==> config.mk <==
export PLATFORM = sky130hd
export DESIGN_NAME = uart_cmd_frame
export DESIGN_NICKNAME = d
export VERILOG_FILES = /design/src/rtl/uart_cmd_frame.sv
export SDC_FILE = /design/constraint.sdc
export NUM_CORES = 1
export LEC_CHECK = 0
export ABC_AREA = 1
export CORE_ASPECT_RATIO = 0.5
export CORE_MARGIN = 2
export CORE_UTILIZATION = 31
export CTS_CLUSTER_SIZE = 20
export DETAILED_ROUTE_END_ITERATION = 10
export SLEW_MARGIN = 20
export SYNTH_ARGS = -nofsm -noshare
export SYNTH_HDL_FRONTEND = slang
export SYNTH_SLANG_ARGS = --single-unit
==> constraint.sdc <==
create_clock -name clk -period 1.3 [get_ports clk]
set_input_delay 0.39 -clock clk [delete_from_list [all_inputs] [get_ports clk]]
set_output_delay 0.39 -clock clk [all_outputs]
set_load 0.005 [all_outputs]
==> src/rtl/uart_cmd_frame.sv <==
// uart_cmd_frame
//   Framer between an 8-bit byte UART and the command processor.
//   RX side: collects CMD_BYTES bytes (first byte ends up in the MSBs of cmd),
//   raises cmd_rdy, flags dropped frames (overrun) and discards stale partial
//   frames after TIMEOUT_CYC idle cycles (timeout_err pulse).
//   TX side: serialises a RESP_BYTES-wide response, MSB byte first, through
//   the UART transmitter handshake (trmt / tx_done).
//
// Ports
//   clk, rst            system clock, synchronous active-high reset
//   rx_rdy, rx_data     UART received byte and its valid flag
//   clr_rx_rdy          consumes the UART byte (always same cycle as rx_rdy)
//   cmd, cmd_rdy        assembled command word and its held valid flag
//   clr_cmd_rdy         consumer has taken cmd
//   overrun             sticky: a completed frame was dropped
//   timeout_err         1-cycle pulse: a partial frame was discarded
//   resp, send_resp     response word and its send request
//   trmt, tx_data       UART transmit strobe and byte
//   tx_done             UART finished the current byte
//   resp_busy           response transmission in progress
//   resp_sent           1-cycle pulse with the last byte's tx_done
module uart_cmd_frame #(
  parameter int CMD_BYTES   = 2,
  parameter int RESP_BYTES  = 1,
  parameter int TIMEOUT_CYC = 50000
) (
  input  logic                    clk,
  input  logic                    rst,
  input  logic                    rx_rdy,
  input  logic [7:0]              rx_data,
  output logic                    clr_rx_rdy,
  output logic                    trmt,
  output logic [7:0]              tx_data,
  input  logic                    tx_done,
  output logic [8*CMD_BYTES-1:0]  cmd,
  output logic                    cmd_rdy,
  input  logic                    clr_cmd_rdy,
  output logic                    overrun,
  output logic                    timeout_err,
  input  logic [8*RESP_BYTES-1:0] resp,
  input  logic                    send_resp,
  output logic                    resp_busy,
  output logic                    resp_sent
);

  localparam int CMD_W  = 8 * CMD_BYTES;
  localparam int RESP_W = 8 * RESP_BYTES;
  localparam int CNT_W  = (CMD_BYTES > 1) ? $clog2(CMD_BYTES) : 1;
  localparam int TMR_W  = (TIMEOUT_CYC > 1) ? $clog2(TIMEOUT_CYC) : 1;
  localparam int IDX_W  = (RESP_BYTES > 1) ? $clog2(RESP_BYTES) : 1;

  localparam logic [CNT_W-1:0] CNT_LAST = CNT_W'(CMD_BYTES - 1);
  localparam logic [TMR_W-1:0] TMR_LAST = (TIMEOUT_CYC > 0) ? TMR_W'(TIMEOUT_CYC - 1) : '0;
  localparam logic [IDX_W-1:0] IDX_LAST = IDX_W'(RESP_BYTES - 1);

  // ---------------------------------------------------------------- RX path
  logic [CNT_W-1:0] byte_cnt;
  logic [TMR_W-1:0] timer;
  logic [CMD_W-1:0] frame;
  logic             frame_done;
  logic             timeout_hit;

  // The UART byte is always taken immediately, so the RX path never stalls.
  assign clr_rx_rdy = rx_rdy;

  // A frame completes on the accept of its last byte. A timeout only fires on
  // a partial frame and loses to a byte arriving in the same cycle.
  always_comb begin
    frame_done  = rx_rdy && (byte_cnt == CNT_LAST);
    timeout_hit = (TIMEOUT_CYC > 0) && !rx_rdy && (byte_cnt != '0) && (timer == TMR_LAST);
  end

  // frame is the would-be command if the current byte were the last one:
  // previously collected bytes on top, the incoming byte at the bottom.
  generate
    if (CMD_BYTES == 1) begin : g_single
      assign frame = rx_data;
    end else begin : g_multi
      logic [CMD_W-9:0] part_q;
      assign frame = {part_q, rx_data};

      // Holds the bytes of the frame collected so far.
      always_ff @(posedge clk) begin
        if (rst) begin
          part_q <= '0;
        end else if (rx_rdy) begin
          part_q <= frame[CMD_W-9:0];
        end else if (timeout_hit) begin
          part_q <= '0;
        end
      end
    end
  endgenerate

  // Byte position within the frame and the inter-byte idle timer. The timer
  // only runs while a partial frame is outstanding.
  always_ff @(posedge clk) begin
    if (rst) begin
      byte_cnt    <= '0;
      timer       <= '0;
      timeout_err <= 1'b0;
    end else begin
      timeout_err <= timeout_hit;
      if (rx_rdy) begin
        byte_cnt <= frame_done ? '0 : byte_cnt + 1'b1;
      end else if (timeout_hit) begin
        byte_cnt <= '0;
      end
      if (rx_rdy || (byte_cnt == '0) || timeout_hit) begin
        timer <= '0;
      end else begin
        timer <= timer + 1'b1;
      end
    end
  end

  // Command hand-off. A completed frame is loaded when the slot is free or is
  // being freed this very cycle; otherwise it is dropped and overrun latches.
  // Loading a new frame takes priority over a clear in the same cycle.
  always_ff @(posedge clk) begin
    if (rst) begin
      cmd     <= '0;
      cmd_rdy <= 1'b0;
      overrun <= 1'b0;
    end else if (frame_done && (!cmd_rdy || clr_cmd_rdy)) begin
      cmd     <= frame;
      cmd_rdy <= 1'b1;
    end else begin
      if (frame_done) begin
        overrun <= 1'b1;
      end
      if (clr_cmd_rdy) begin
        cmd_rdy <= 1'b0;
      end
    end
  end

  // ---------------------------------------------------------------- TX path
  typedef enum logic [1:0] {
    TX_IDLE,
    TX_LOAD,
    TX_WAIT
  } tx_state_t;

  tx_state_t         state;
  tx_state_t         state_next;
  logic [IDX_W-1:0]  idx;
  logic [IDX_W-1:0]  idx_next;
  logic [RESP_W-1:0] tx_shift;
  logic [7:0]        next_byte;
  logic              latch_resp;
  logic              advance;

  assign resp_busy = (state != TX_IDLE);

  // Next-state logic. trmt is asserted for the single TX_LOAD cycle of each
  // byte; resp_sent coincides with the tx_done of the final byte.
  always_comb begin
    state_next = state;
    idx_next   = idx;
    latch_resp = 1'b0;
    advance    = 1'b0;
    trmt       = 1'b0;
    resp_sent  = 1'b0;
    case (state)
      TX_IDLE: begin
        if (send_resp) begin
          latch_resp = 1'b1;
          idx_next   = '0;
          state_next = TX_LOAD;
        end
      end
      TX_LOAD: begin
        trmt       = 1'b1;
        state_next = TX_WAIT;
      end
      TX_WAIT: begin
        if (tx_done) begin
          if (idx == IDX_LAST) begin
            resp_sent  = 1'b1;
            state_next = TX_IDLE;
          end else begin
            idx_next   = idx + 1'b1;
            advance    = 1'b1;
            state_next = TX_LOAD;
          end
        end
      end
      default: state_next = TX_IDLE;
    endcase
  end

  // Selects byte idx_next of the latched response, counting from the MSB end.
  always_comb begin
    next_byte = '0;
    for (int i = 0; i < RESP_BYTES; i++) begin
      if (idx_next == IDX_W'(RESP_BYTES - 1 - i)) begin
        next_byte = tx_shift[8*i +: 8];
      end
    end
  end

  // State register plus the latched response. tx_data is updated only when
  // entering TX_LOAD, so it stays stable while the UART shifts the byte out.
  always_ff @(posedge clk) begin
    if (rst) begin
      state    <= TX_IDLE;
      idx      <= '0;
      tx_shift <= '0;
      tx_data  <= '0;
    end else begin
      state <= state_next;
      idx   <= idx_next;
      if (latch_resp) begin
        tx_shift <= resp;
        tx_data  <= resp[RESP_W-1 -: 8];
      end else if (advance) begin
        tx_data <= next_byte;
      end
    end
  end

endmodule

==> metrics.md <==
| Metric | Value |
|---|---|
| Largest net degree at the start of global routing | `24` |
| Simple-gate share of the synthesized area | `0.280` |
| Most numerous cell on the critical path | `inv_2` |
| Post-Synth XOR/XNOR Area | `0.0101` |
| Total gr overflow | `0` |
| Global-route wire length before repair | `10000 um` |
| Critical Path End Type | `output port` |
| Reg-to-reg endpoint | `tx_data[2]` |
| Via density | `4.48` |
| Syn Nets | `341` |
| CP startpoint kind | `register` |
| Worst path cell trace | `inv_2 -> nor2_4 -> inv_2 -> nor3_2 -> buf_2` |
| Final Instance Area | `4190 um^2` |
| Final hold violation count | `0` |
| Wire length per cell | `12.5 um` |
| CTS H-tree lvls | `3` |
| DP Area | `3440 um^2` |
| Hold Crit Endpoint | `overrun` |
| P_leak | `1.62 nW` |
| Slew headroom | `0.832` |
| IO Port Bufs | `52` |
| Multi-input gate area | `1390 um^2` |
| Finish-stage setup viols | `14` |
| DRC | `0` |
| Skew final | `6.64 ps` |
| Clock-pin slew on the worst setup and hold paths | `60 ps` |
| GRT Total Usage | `0.144` |
| Storage cell area | `1290 um^2` |
| Number of diodes | `0` |
| Adder-cell area share of the yosys netlist | `0.00482` |
| Pwr dens | `1280 nW/um^2` |
| Critical-path top delay cell | `dfxtp_2` |
| MaxCap Viol Count | `0` |
| Register area share after synthesis | `0.486` |
| CTS tree | `built` |
| Synth Register Bits | `63` |
| Layout cells sized above 1 | `0.378` |
| Worst stage delay on the critical path | `340 ps` |
| Post-DRT Antenna Nets | `0` |
| Worst Reg2Reg Path Length in Cells | `7` |
| Synth Cell Area | `2590 um^2` |
| Worst VDD drop | `0.000588 V` |
| Worst hold margin | `471 ps` |
| Post-synth EDFFs | `0` |
| Row count | `23` |
| Sink Count | `63` |
| Slew @ Worst Pin | `249 ps` |
| Fmax | `668 MHz` |
| Core area | `8060 um^2` |
| Antenna violations before repair | `0` |
| Syn. warnings | `0` |
| Reg-to-reg critical path startpoint | `state[0]` |
| Die span in y | `68.7 um` |
| Main combinational cell family by area after synthesis | `simple AND/OR/NAND/NOR gates` |
| Hold depth | `2` |
| Worst Path Max Fanout | `2` |
| Hold Crit Class | `reg2reg` |
| Clock Tree Root | `clkbuf_16` |
| Synth Area in Compound Gates | `0.117` |
| Status | `finished with violations` |
| Nets | `441` |
| Synth cell types | `31` |
| Synthesized area per cell | `8.16 um^2` |
| Bufs on Longest Clock Path | `2` |
| Detailed router's first-iteration violation count | `138` |
| Die area | `9160 um^2` |
| Num CTS Buffers | `9` |
| Crit. path cell count | `5` |
| IO Count | `53` |
| Tcrit/Tclk final | `1.15` |
| Post-synthesis mux area share | `0.0309` |
| DP HPWL | `4270 um` |
| Initial Util | `0.322` |
| Critical path type | `reg2out` |
| Die extent in x | `133 um` |
| Vias in the first global route | `2090` |
| Critical path buffers and inverters | `3` |
| Post-synth ARST share | `0` |
| Via total after detailed routing | `2395` |
| Final WS setup | `-198 ps` |
| Clk_lat worst skew | `330 ps` |
| Critical Path RT | `910 ps` |
| # placed instances | `502` |
| Gpl congestion | `0.803` |
| TritonRoute pass-1 iters | `4` |
| Largest delay share family, worst path | `flip-flops` |
| Failing checks | `negative setup slack` |
| RSZ-0062 raised after global routing | `true` |
| Total wire length | `6670 um` |
| CP arrival | `1110 ps` |
| Min Clock Period, post-route | `1500 ps` |
| Layout area overhead | `61.6%` |
| Hold_sp | `overrun` |
| Post-Layout Cell Count | `535` |
| Total power | `5.38 mW` |
| Cell count after synthesis | `318` |
| Fillers | `769` |
| Most used DFF post-synth | `dfxtp_1` |
| Hold buffer count at CTS | `0` |
| R2r setup slk | `-50 ps` |
| Final Max Tran Viols | `0` |
## what timing repair did
item / CTS / global route
buffers inserted: 0 / 16
pin swaps: 2 / 10
hold endpoints to repair: 0 / 0
gates resized for setup: 90 / 85
cloned: 0 / 1
setup endpoints to repair: 84 / 63
## per-layer routing
layer  GRT usage  wire length (um)
met1       0.186              3130
met2       0.217              3160
met3      0.0570               283
met4      0.0585                94
met5           0                 0
## sequential cells by signal (all words and copies together) (netlist names), 2 cells and up
register and count:
tx_data 8, tx_shift 8, cmd 16, timer 16, g_multi.part_q 8, state 2
## cells by family after synthesis
kind of cell | count (synthesis)
AO/OA/AOI/OAI | 55
AND/OR/NAND/NOR | 149
XOR/XNOR | 3
adder cells (fa/ha/maj) | 1
multiplexers | 8
buffers and inverters | 39
flip-flops | 63
## area by class of cell
type | count | share of cell area
clock buffer | 9 | 0.0537
sequential | 63 | 0.309
clock inverter | 7 | 0.0251
inverter | 28 | 0.0257
tap | 112 | 0.0334
timing repair buffer | 100 | 0.223
multi-input combinational | 216 | 0.331
## metrics by stage
stage	setup TNS, ps	worst slack (ps)	utilization
floorplan	0	16.7	-
global placement	-21130	-693	0.427
detailed placement	-21710	-718	0.427
CTS	-451	-238	0.472
global route	-2170	-257	0.520
finish	-619	-198	0.520
## worst min-delay path, cell delays in order (launching register included)
cell and delay, ps:
dfxtp_1 330, a21oi_1 40, nor2_1 70
## layout by cell type (no fill, tap or decap), drive strengths merged
cell,count
dfxtp,63
clkdlybuf4s15,21
nand2,39
dlygate4sd2,3
clkdlybuf4s50,19
nand4,6
a21oi,28
o21ai,25
clkinvlp,1
xnor2,2
bufinv,2
nor3,7
mux2i,8
o31ai,1
nor2,75
ha,1
clkinv,3
buf,51
nand3,21
clkbuf,15
o211ai,1
nor3b,1
xor2,1
inv,29
## synth_stat cells (2+ instances only)
| cell | n | area, um^2 |
|---|---|---|
| nor2_4 | 4 | 45.0 |
| clkbuf_1 | 4 | 15.0 |
| nand2_1 | 34 | 128 |
| buf_4 | 3 | 22.5 |
| a21oi_2 | 5 | 43.8 |
| nand3_4 | 2 | 35.0 |
| inv_2 | 3 | 11.3 |
| nand2_2 | 5 | 31.3 |
| nor2_2 | 10 | 62.6 |
| nand3_1 | 16 | 80.1 |
| nor2_1 | 61 | 229 |
| a21oi_1 | 23 | 115 |
| o21ai_0 | 25 | 125 |
| nor3_1 | 6 | 30.0 |
| mux2i_1 | 8 | 80.1 |
| nand4_1 | 6 | 37.5 |
| xnor2_1 | 2 | 17.5 |
| dfxtp_1 | 63 | 1260 |
| nand3_2 | 3 | 30.0 |
| inv_1 | 24 | 90.1 |
## power by group
| group | internal, mW | total [mW] | switching [mW] |
|---|---|---|---|
| clock | 1.70 | 2.65 | 0.946 |
| sequential | 2.03 | 2.09 | 0.0559 |
| combinational | 0.359 | 0.645 | 0.285 |
## worst max-delay path by stage
stage	startpoint	to	slack, ps
after CTS	state[1]	resp_sent	-240
after detailed placement	tx_done	resp_sent	-720
after global routing	state[1]	resp_sent	-260
after global placement	tx_done	resp_sent	-690
final	state[1]	resp_sent	-200
after floorplan	timer[0]	byte_cnt	20
Power figures use the tool's default switching activity.
